### src/rtl/duel_arena.sv
// Two-player lane duel engine: edge-detected moves/fires, fire cooldown, shields, lives, win/restart.
// Optional GALAGA_WRAP_EN: ship positions wrap around the lane edges instead of saturating.
module duel_arena #(
  parameter int unsigned LANES       = 5,
  parameter int unsigned LIVES       = 3,
  parameter int unsigned SHIELD_HITS = 1,
  parameter int unsigned COOLDOWN    = 4,
  localparam int unsigned PW = $clog2(LANES),
  localparam int unsigned LW = $clog2(LIVES + 1),
  localparam int unsigned SW = (SHIELD_HITS > 0) ? $clog2(SHIELD_HITS + 1) : 1
) (
  input  logic          CLK,
  input  logic          RST_N,
  input  logic          START,
  input  logic          LEFT,
  input  logic          RIGHT,
  input  logic          LEFT2,
  input  logic          RIGHT2,
  input  logic          DP1,
  input  logic          DP2,
  output logic [PW-1:0] POS1,
  output logic [PW-1:0] POS2,
  output logic [LW-1:0] LIVES1,
  output logic [LW-1:0] LIVES2,
  output logic [SW-1:0] SHIELD1,
  output logic [SW-1:0] SHIELD2,
  output logic          ALIGN,
  output logic          DONE,
  output logic [1:0]    WINNER
);

  localparam logic [PW-1:0] MaxPos     = PW'(LANES - 1);
  localparam logic [LW-1:0] LivesInit  = LW'(LIVES);
  localparam logic [SW-1:0] ShieldInit = SW'(SHIELD_HITS);
  localparam logic [7:0]    CoolInit   = 8'(COOLDOWN);

  typedef enum logic [1:0] {StIdle, StPlay, StOver} state_e;

  state_e        state_q, state_d;
  logic [6:0]    prev_q, ctrl, evt;
  logic [PW-1:0] pos1_q, pos1_d, pos2_q, pos2_d;
  logic [LW-1:0] lives1_q, lives1_d, lives2_q, lives2_d;
  logic [SW-1:0] shield1_q, shield1_d, shield2_q, shield2_d;
  logic [7:0]    cd1_q, cd1_d, cd2_q, cd2_d;
  logic          align_q, align_d, done_q, done_d;
  logic [1:0]    winner_q, winner_d;
  logic          fire1, fire2, hit1, hit2;

  // Bit order: START, LEFT, RIGHT, LEFT2, RIGHT2, DP1, DP2
  assign ctrl = {START, LEFT, RIGHT, LEFT2, RIGHT2, DP1, DP2};
  assign evt  = ctrl & ~prev_q;

  function automatic logic [PW-1:0] step_pos(input logic [PW-1:0] pos, input logic dec,
                                             input logic inc);
    logic [PW-1:0] res;
    res = pos;
    if (dec && !inc) begin
      if (pos == '0) begin
`ifdef GALAGA_WRAP_EN
        res = MaxPos;
`else
        res = '0;
`endif
      end else begin
        res = pos - 1'b1;
      end
    end else if (inc && !dec) begin
      if (pos == MaxPos) begin
`ifdef GALAGA_WRAP_EN
        res = '0;
`else
        res = MaxPos;
`endif
      end else begin
        res = pos + 1'b1;
      end
    end
    return res;
  endfunction

  always_comb begin
    state_d   = state_q;
    pos1_d    = pos1_q;
    pos2_d    = pos2_q;
    lives1_d  = lives1_q;
    lives2_d  = lives2_q;
    shield1_d = shield1_q;
    shield2_d = shield2_q;
    cd1_d     = (cd1_q != '0) ? cd1_q - 8'd1 : '0;
    cd2_d     = (cd2_q != '0) ? cd2_q - 8'd1 : '0;
    done_d    = done_q;
    winner_d  = winner_q;
    fire1     = 1'b0;
    fire2     = 1'b0;
    hit1      = 1'b0;
    hit2      = 1'b0;

    unique case (state_q)
      StIdle, StOver: begin
        if (evt[6]) begin
          state_d   = StPlay;
          pos1_d    = '0;
          pos2_d    = MaxPos;
          lives1_d  = LivesInit;
          lives2_d  = LivesInit;
          shield1_d = ShieldInit;
          shield2_d = ShieldInit;
          cd1_d     = '0;
          cd2_d     = '0;
          done_d    = 1'b0;
          winner_d  = 2'b00;
        end
      end
      StPlay: begin
        fire1 = evt[1] && (cd1_q == '0);
        fire2 = evt[0] && (cd2_q == '0);
        if (fire1) cd1_d = CoolInit;
        if (fire2) cd2_d = CoolInit;
        // Hits use pre-move positions; simultaneous valid shots cancel
        hit2 = fire1 && !fire2 && (pos1_q == pos2_q);
        hit1 = fire2 && !fire1 && (pos1_q == pos2_q);
        if (hit2) begin
          if (shield2_q != '0)     shield2_d = shield2_q - 1'b1;
          else if (lives2_q != '0) lives2_d  = lives2_q - 1'b1;
        end
        if (hit1) begin
          if (shield1_q != '0)     shield1_d = shield1_q - 1'b1;
          else if (lives1_q != '0) lives1_d  = lives1_q - 1'b1;
        end
        pos1_d = step_pos(pos1_q, evt[5], evt[4]);
        pos2_d = step_pos(pos2_q, evt[3], evt[2]);
        if (lives2_d == '0) begin
          done_d   = 1'b1;
          winner_d = 2'b01;
          state_d  = StOver;
        end else if (lives1_d == '0) begin
          done_d   = 1'b1;
          winner_d = 2'b10;
          state_d  = StOver;
        end
      end
      default: state_d = StIdle;
    endcase

    align_d = (pos1_d == pos2_d);
  end

  always_ff @(posedge CLK or negedge RST_N) begin
    if (!RST_N) begin
      state_q   <= StIdle;
      prev_q    <= '1;
      pos1_q    <= '0;
      pos2_q    <= MaxPos;
      lives1_q  <= LivesInit;
      lives2_q  <= LivesInit;
      shield1_q <= ShieldInit;
      shield2_q <= ShieldInit;
      cd1_q     <= '0;
      cd2_q     <= '0;
      align_q   <= 1'b0;
      done_q    <= 1'b0;
      winner_q  <= 2'b00;
    end else begin
      state_q   <= state_d;
      prev_q    <= ctrl;
      pos1_q    <= pos1_d;
      pos2_q    <= pos2_d;
      lives1_q  <= lives1_d;
      lives2_q  <= lives2_d;
      shield1_q <= shield1_d;
      shield2_q <= shield2_d;
      cd1_q     <= cd1_d;
      cd2_q     <= cd2_d;
      align_q   <= align_d;
      done_q    <= done_d;
      winner_q  <= winner_d;
    end
  end

  assign POS1    = pos1_q;
  assign POS2    = pos2_q;
  assign LIVES1  = lives1_q;
  assign LIVES2  = lives2_q;
  assign SHIELD1 = shield1_q;
  assign SHIELD2 = shield2_q;
  assign ALIGN   = align_q;
  assign DONE    = done_q;
  assign WINNER  = winner_q;

endmodule

### config.mk
export PLATFORM = sky130hd
export DESIGN_NAME = duel_arena
export DESIGN_NICKNAME = d
export VERILOG_FILES = /design/src/rtl/duel_arena.sv
export SDC_FILE = /design/constraint.sdc
export NUM_CORES = 1
export LEC_CHECK = 0
export ABC_AREA = 0
export CORE_MARGIN = 1
export CORE_UTILIZATION = 55
export CTS_CLUSTER_SIZE = 12
export DETAILED_ROUTE_END_ITERATION = 10
export PLACE_DENSITY = 0.87
export SYNTH_ARGS = -nofsm -noshare
export SYNTH_HDL_FRONTEND = slang
export SYNTH_SLANG_ARGS = --single-unit
### constraint.sdc
create_clock -name CLK -period 2.1 [get_ports CLK]
set_clock_uncertainty 0.1 [all_clocks]
set_input_delay 0.315 -clock CLK [delete_from_list [all_inputs] [get_ports CLK]]
set_output_delay 0.315 -clock CLK [all_outputs]
set_load 0.05 [all_outputs]
Word-level counts from Yosys, hierarchy flattened
Index checks and enable logic that the tools add are counted.
Widths: inputs -> output; s select.
{"block": "classes", "n_addsub": 10, "multipliers": 0, "div_mod_pow": 0, "n_lt_le_gt_ge": 0, "eq_ne": 10, "shift": 0, "n_mux": 49, "bitwise": 2, "reduce_logical": 34}
{"cell": "$mux 8", "n": 6}
{"cell": "$pmux 8 s2", "n": 2}
{"cell": "$mux 3", "n": 10}
{"cell": "$mux 2", "n": 14}
{"cell": "$logic_not 8->1", "n": 2}
{"cell": "$pmux 2 s2", "n": 4}
{"cell": "$reduce_bool 8->1", "n": 2}
{"cell": "$sub 8x1->8 const B", "n": 2}
{"cell": "$pmux 3 s2", "n": 2}
{"cell": "$logic_and 1x1->1", "n": 10}
{"cell": "$reduce_and 3->1", "n": 3}
{"cell": "$mux 1", "n": 8}
{"cell": "$and 7x7->7", "n": 1}
{"cell": "$not 7->7", "n": 1}
{"cell": "$add 3x1->3 const B", "n": 2}
{"cell": "$eq 3x3->1", "n": 2}
{"cell": "$eq 3x3->1 const B", "n": 2}
{"cell": "$logic_not 1->1", "n": 6}
{"cell": "$logic_not 2->1", "n": 3}
{"cell": "$logic_not 3->1", "n": 2}
{"cell": "$ne 2x2->1 const B", "n": 3}
{"cell": "$pmux 1 s2", "n": 3}
{"cell": "$reduce_bool 2->1", "n": 3}
{"cell": "$sub 3x1->3 const B", "n": 2}
{"cell": "7 further kinds", "n": 10}
{"block": "word_totals", "regBits": 41, "latchBits": 0, "mem_bits_rw": 0, "rom_bits": 0, "in_bits": 9, "output_inout_bits": 16, "wordCells": 118, "memories": 0}

Logic depth before layout (Yosys ltp)
{"block": "logic_depth", "ltp_word": 12, "depth_mapped": 8, "mapped_depth_nobuf": 8}

Worst setup path after synthesis
No wires, ideal clock.
{"block": "synth_path", "path_kind": "reg-to-reg", "from": "register pos1_q[0], in the netlist POS1[0]", "to": "register align_q, in the netlist ALIGN", "setup_ns": 0.123, "arrival_time_ns": 1.949, "required_ns": 1.877, "slack_ns": -0.072, "stages_incl_launch_ff": 9, "path_buffers": 0, "synth_period_minus_slack_ns": 2.172, "path_cell_list": "dfrtp_1 inv_1 ha_1 nor2b_1 a2111oi_0 o21bai_1 a211oi_1 xor2_1 nor3_1"}
{"block": "synth_via", "elab_chain_cells": 6, "elab_cells_between_ends": 11, "classes_between": "add/sub (2); eq/ne (2); mux (6); reduce/logical (1)"}
{"element": "from (decl)", "line": "41", "source": "logic [PW-1:0] pos1_q, pos1_d, pos2_q, pos2_d;"}
{"element": "from (signal assigned)", "line": "166", "source": "pos1_q <= pos1_d;"}
{"element": "$add 3x1->3 / $eq 3x3->1 (equally long branches)", "line": "75, 68"}
{"element": "$mux 3", "line": "68", "source": "if (pos == MaxPos) begin"}
{"element": "$mux 3", "line": "67", "source": "end else if (inc && !dec) begin"}
{"element": "$mux 3 (*)", "line": "57", "source": "if (dec && !inc) begin"}
{"element": "$pmux 3 s2 (*)", "line": "98", "source": "unique case (state_q)"}
{"element": "named net pos1_d[1]", "line": "41"}
{"element": "$eq 3x3->1 (*)", "line": "145", "source": "align_d = (pos1_d == pos2_d);"}
{"element": "named net align_d", "line": "45", "source": "logic align_q, align_d, done_q, done_d;"}
{"element": "to (signal assigned)", "line": "174", "source": "align_q <= align_d;"}
{"element": "to (decl)", "line": "45"}
Mark *: on every way through the listed nets, which the timed path passes. The rest lies on a longest branch.
A chain may end at the register's enable or synchronous reset.

Worst setup path after layout
Ends and elaborated chain as after synthesis.

==> qor.log <==
INFO  detailed_routing totalWireLength=4309um
INFO  setup_path     worstSetupStartpointType=register
INFO  setup_path     path_class=reg -> reg
INFO  run            maxCapViolCount=0
INFO  detailed_routing detail_route.first_pass.iterations=4
INFO  logic_synthesis synth_top_flop_cell=sky130_fd_sc_hd__dfrtp_1
INFO  power_and_ir_drop powerDensity=1437nW/um2
INFO  cells_and_area multi_input_gate_area=1114um2
INFO  logic_synthesis syn_nets=232
INFO  logic_synthesis number_of_enable_flip_flop_cells_after_synthesis=0
INFO  cells_and_area finish.net_count=273
INFO  power_and_ir_drop worst_voltage_drop_across_the_vdd_grid=0.6091mV
INFO  clocking       cts_root_buf=sky130_fd_sc_hd__clkbuf_8
INFO  floorplanning  design.core.area=3716um2
INFO  timing         final.setup.worst_slack=0.01816ns
INFO  clocking       clock_sink_count=41
INFO  setup_path     critical_path.reg2reg.startpoint=POS1[0]
INFO  placement      place_congestion=0.8263
INFO  cells_and_area area_occupied_by_registers=1049um2
INFO  logic_synthesis netlist_area=2175um2
INFO  logic_synthesis synth.cells.most_frequent=sky130_fd_sc_hd__dfrtp_1, sky130_fd_sc_hd__nor2_1, sky130_fd_sc_hd__nand2_1
INFO  logic_synthesis synth_cells=213
INFO  logic_synthesis yosys.area.top_type=sky130_fd_sc_hd__dfrtp_1
INFO  detailed_routing final_antenna_net_count=0
INFO  setup_path     cp_max_fo=6
INFO  cells_and_area finalCoreUtilization=0.7263
INFO  placement      io_buffers=24
INFO  cells_and_area antenna-diode-count=0
INFO  detailed_routing via_per_inst=5.630
INFO  clocking       cts.path.max_buffers=2
INFO  detailed_routing detailedRoute.firstIterationViolations=177
INFO  floorplanning  chipWidth=64.88um
INFO  setup_path     worstPathRequired=2.21ns
INFO  global_route   global_route_wire_length_before_repair=7217um
INFO  detailed_routing wire_per_inst=14.22um
INFO  floorplanning  die-area=4209um2
INFO  logic_synthesis syn_avg_cell_area=10.21um2
INFO  placement      detailedPlace.worstSlack=-0.1408ns
INFO  setup_path     worst_r2r_endpoint=ALIGN
INFO  logic_synthesis synth.distinct_cells=48
INFO  logic_synthesis yosysWarningCount=0
INFO  clocking       tritoncts=yes
INFO  min_path       min_path_type=in -> reg
INFO  timing         period_minus_slack=2.082ns
INFO  global_route   grt.overflow.total=0
INFO  timing         post-route-period-util=0.9914
INFO  cells_and_area layout-area-overhead-vs-synth=24.11%
INFO  global_route   groute.usage.overall=0.2224
INFO  floorplanning  pin_count=25
INFO  timing         finalHoldViolations=0
INFO  global_route   antenna_found_initial=0
INFO  global_route   first_global_vias=1679
INFO  power_and_ir_drop post-layout-total-power=3.877mW
INFO  logic_synthesis yosysSeqAreaShare=0.4799
INFO  floorplanning  placementRows=22
INFO  timing         rsz0062_at_grt=true
INFO  setup_path     cp-end-kind=register
INFO  clocking       htreeDepth=2
INFO  logic_synthesis most_numerous_cell_in_the_yosys_netlist=sky130_fd_sc_hd__dfrtp_1
INFO  timing         hold_slack=0.3417ns
INFO  placement      place.detailed.hpwl=2883um
INFO  setup_path     timing.critical_path.to=ALIGN
INFO  cells_and_area n_fill_cell=267
INFO  clocking       number_of_cts_inserted_buffers=5
INFO  setup_path     worst-endpoint-arrival=2.19ns
INFO  logic_synthesis synth_top_cells_by_area=sky130_fd_sc_hd__dfrtp_1, sky130_fd_sc_hd__dfstp_2, sky130_fd_sc_hd__ha_1, sky130_fd_sc_hd__xor2_1, sky130_fd_sc_hd__nor2_1
INFO  floorplanning  die_h=64.88um
INFO  setup_path     timing.critical_path.from=POS1[0]
INFO  power_and_ir_drop total_leakage_power=1.201nW
INFO  timing         worst_slew_margin_rel=0.6628
INFO  detailed_routing drc=0
INFO  setup_path     worst-r2r-setup-slack=0.02ns
INFO  timing         setup_viol=0
INFO  logic_synthesis ys_seq_elements=41
INFO  logic_synthesis synth-async-reset-ratio=1.000
INFO  logic_synthesis synthDominantCellAreaShare=0.3107
INFO  status         status=completed
INFO  timing         max_clock_freq=0.4803GHz
INFO  timing         totalNegativeSetupSlack=0ns
INFO  timing         max_slew_violation_count=0
INFO  setup_path     worst-r2r-cell-count=8
INFO  global_route   grt_max_degree=42
INFO  clocking       clock_pin_transition_on_the_worst_setup_and_hold_timing_paths=0.08ns
INFO  detailed_routing route.vias.total=1706
INFO  timing         worst_pin_slew=0.5058ns
INFO  floorplanning  initial_core_util=0.5852
INFO  clocking       clkLatencyLatePin=0.30ns
INFO  cells_and_area post_route_cells_drive_above_1_share=0.2431
-- sequential cells by signal, indices dropped and copies added (netlist names) --
register  cells
ALIGN         1
DONE          1
LIVES1        2
LIVES2        2
POS1          3
POS2          3
SHIELD1       1
SHIELD2       1
WINNER        2
cd1_q         8
cd2_q         8
prev_q        7
state_q       2
-- per-layer routing --
layer | vias to the layer above | wire (um) | GRT usage
met5 | - | 0 | 0
met4 | 0 | 78 | 0.09167
met3 | 11 | 148 | 0.05106
met2 | 40 | 2107 | 0.3529
met1 | 835 | 1974 | 0.2911
li1 | 820 | - | -
-- worst min path at each step --
| stage | startpoint | end | slack [ns] | depth (start not counted) |
|---|---|---|---|---|
| 3_5_place_dp | RST_N | cd2_q[5] | 0.31 | 2 |
| 4_1_cts | DP2 | prev_q[0] | 0.34 | 1 |
| 2_1_floorplan | RST_N | ALIGN | -0.08 | 0 |
| 3_3_place_gp | RST_N | cd2_q[0] | 0.30 | 2 |
| 6_report | DP2 | prev_q[0] | 0.34 | 1 |
| 5_1_grt | DP2 | prev_q[0] | 0.34 | 1 |
-- cells by family after synthesis --
| logic type | Yosys count | share of synthesized area |
|---|---|---|
| flops | 41 | 0.4799 |
| compound gates | 40 | 0.1203 |
| simple gates | 87 | 0.2330 |
| buf+inv | 15 | 0.02646 |
| mux | 4 | 0.01841 |
| xor+xnor | 16 | 0.06444 |
| fa+ha+maj | 10 | 0.05754 |
-- area by class of cell --
| class | instances | area share |
|---|---|---|
| multi-input cells | 157 | 0.4126 |
| flip-flops and latches | 41 | 0.3885 |
| repair buffers | 37 | 0.1187 |
| clock buffers | 6 | 0.02689 |
| well taps | 48 | 0.02225 |
| inverters | 12 | 0.01669 |
| clock inverters | 2 | 0.01437 |
-- power breakdown --
| group | switching, mW | total, mW | internal, mW |
|---|---|---|---|
| sequential | 0.314 | 1.39 | 1.08 |
| combinational | 1.06 | 1.85 | 0.785 |
| clock | 0.281 | 0.638 | 0.357 |
-- per-stage QoR --
step / std cells / instance area (um2)
after floorplan: 213 / 2180
after global placement: 291 / 2512
after detailed placement: 291 / 2512
after CTS: 300 / 2643
after global routing: 303 / 2699
final: 303 / 2699
-- critical path, cell delays in order, from the launching register on --
cell                        delay [ns]
sky130_fd_sc_hd__dfrtp_2          0.46
sky130_fd_sc_hd__ha_2             0.21
sky130_fd_sc_hd__nor2b_1          0.17
sky130_fd_sc_hd__a2111oi_2        0.31
sky130_fd_sc_hd__o21bai_1         0.19
sky130_fd_sc_hd__a211oi_1         0.11
sky130_fd_sc_hd__buf_4            0.15
sky130_fd_sc_hd__xor2_1           0.15
sky130_fd_sc_hd__nor3_1           0.16
-- timing repair --
item | CTS | global route
endpoints found under the setup margin | 1 | 9
pin swaps | 0 | 3
endpoints found under the hold margin | 25 | 0
buffers inserted | 0 | 3
cloned | 0 | 0
gates resized for setup | 3 | 8
hold buffers | 1 | 0
-- cell usage in the layout (no fill, tap or decap), types with 3 or more instances in the layout --
cell type / n
sky130_fd_sc_hd__clkdlybuf4s50_1: 15
sky130_fd_sc_hd__nor2b_1: 4
sky130_fd_sc_hd__dfstp_2: 14
sky130_fd_sc_hd__mux2i_1: 4
sky130_fd_sc_hd__o22ai_1: 3
sky130_fd_sc_hd__nor3_1: 5
sky130_fd_sc_hd__clkbuf_8: 5
sky130_fd_sc_hd__ha_1: 8
sky130_fd_sc_hd__buf_4: 19
sky130_fd_sc_hd__a22o_1: 3
sky130_fd_sc_hd__o21ai_0: 12
sky130_fd_sc_hd__nand3_1: 6
sky130_fd_sc_hd__nand2_1: 20
sky130_fd_sc_hd__a21oi_1: 6
sky130_fd_sc_hd__inv_1: 10
sky130_fd_sc_hd__dfrtp_1: 23
sky130_fd_sc_hd__nand2b_1: 5
sky130_fd_sc_hd__dfrtp_2: 4
sky130_fd_sc_hd__xor2_1: 12
sky130_fd_sc_hd__xnor2_1: 4
sky130_fd_sc_hd__nor2_1: 26
No activity file was read; power rests on OpenSTA's default activity.
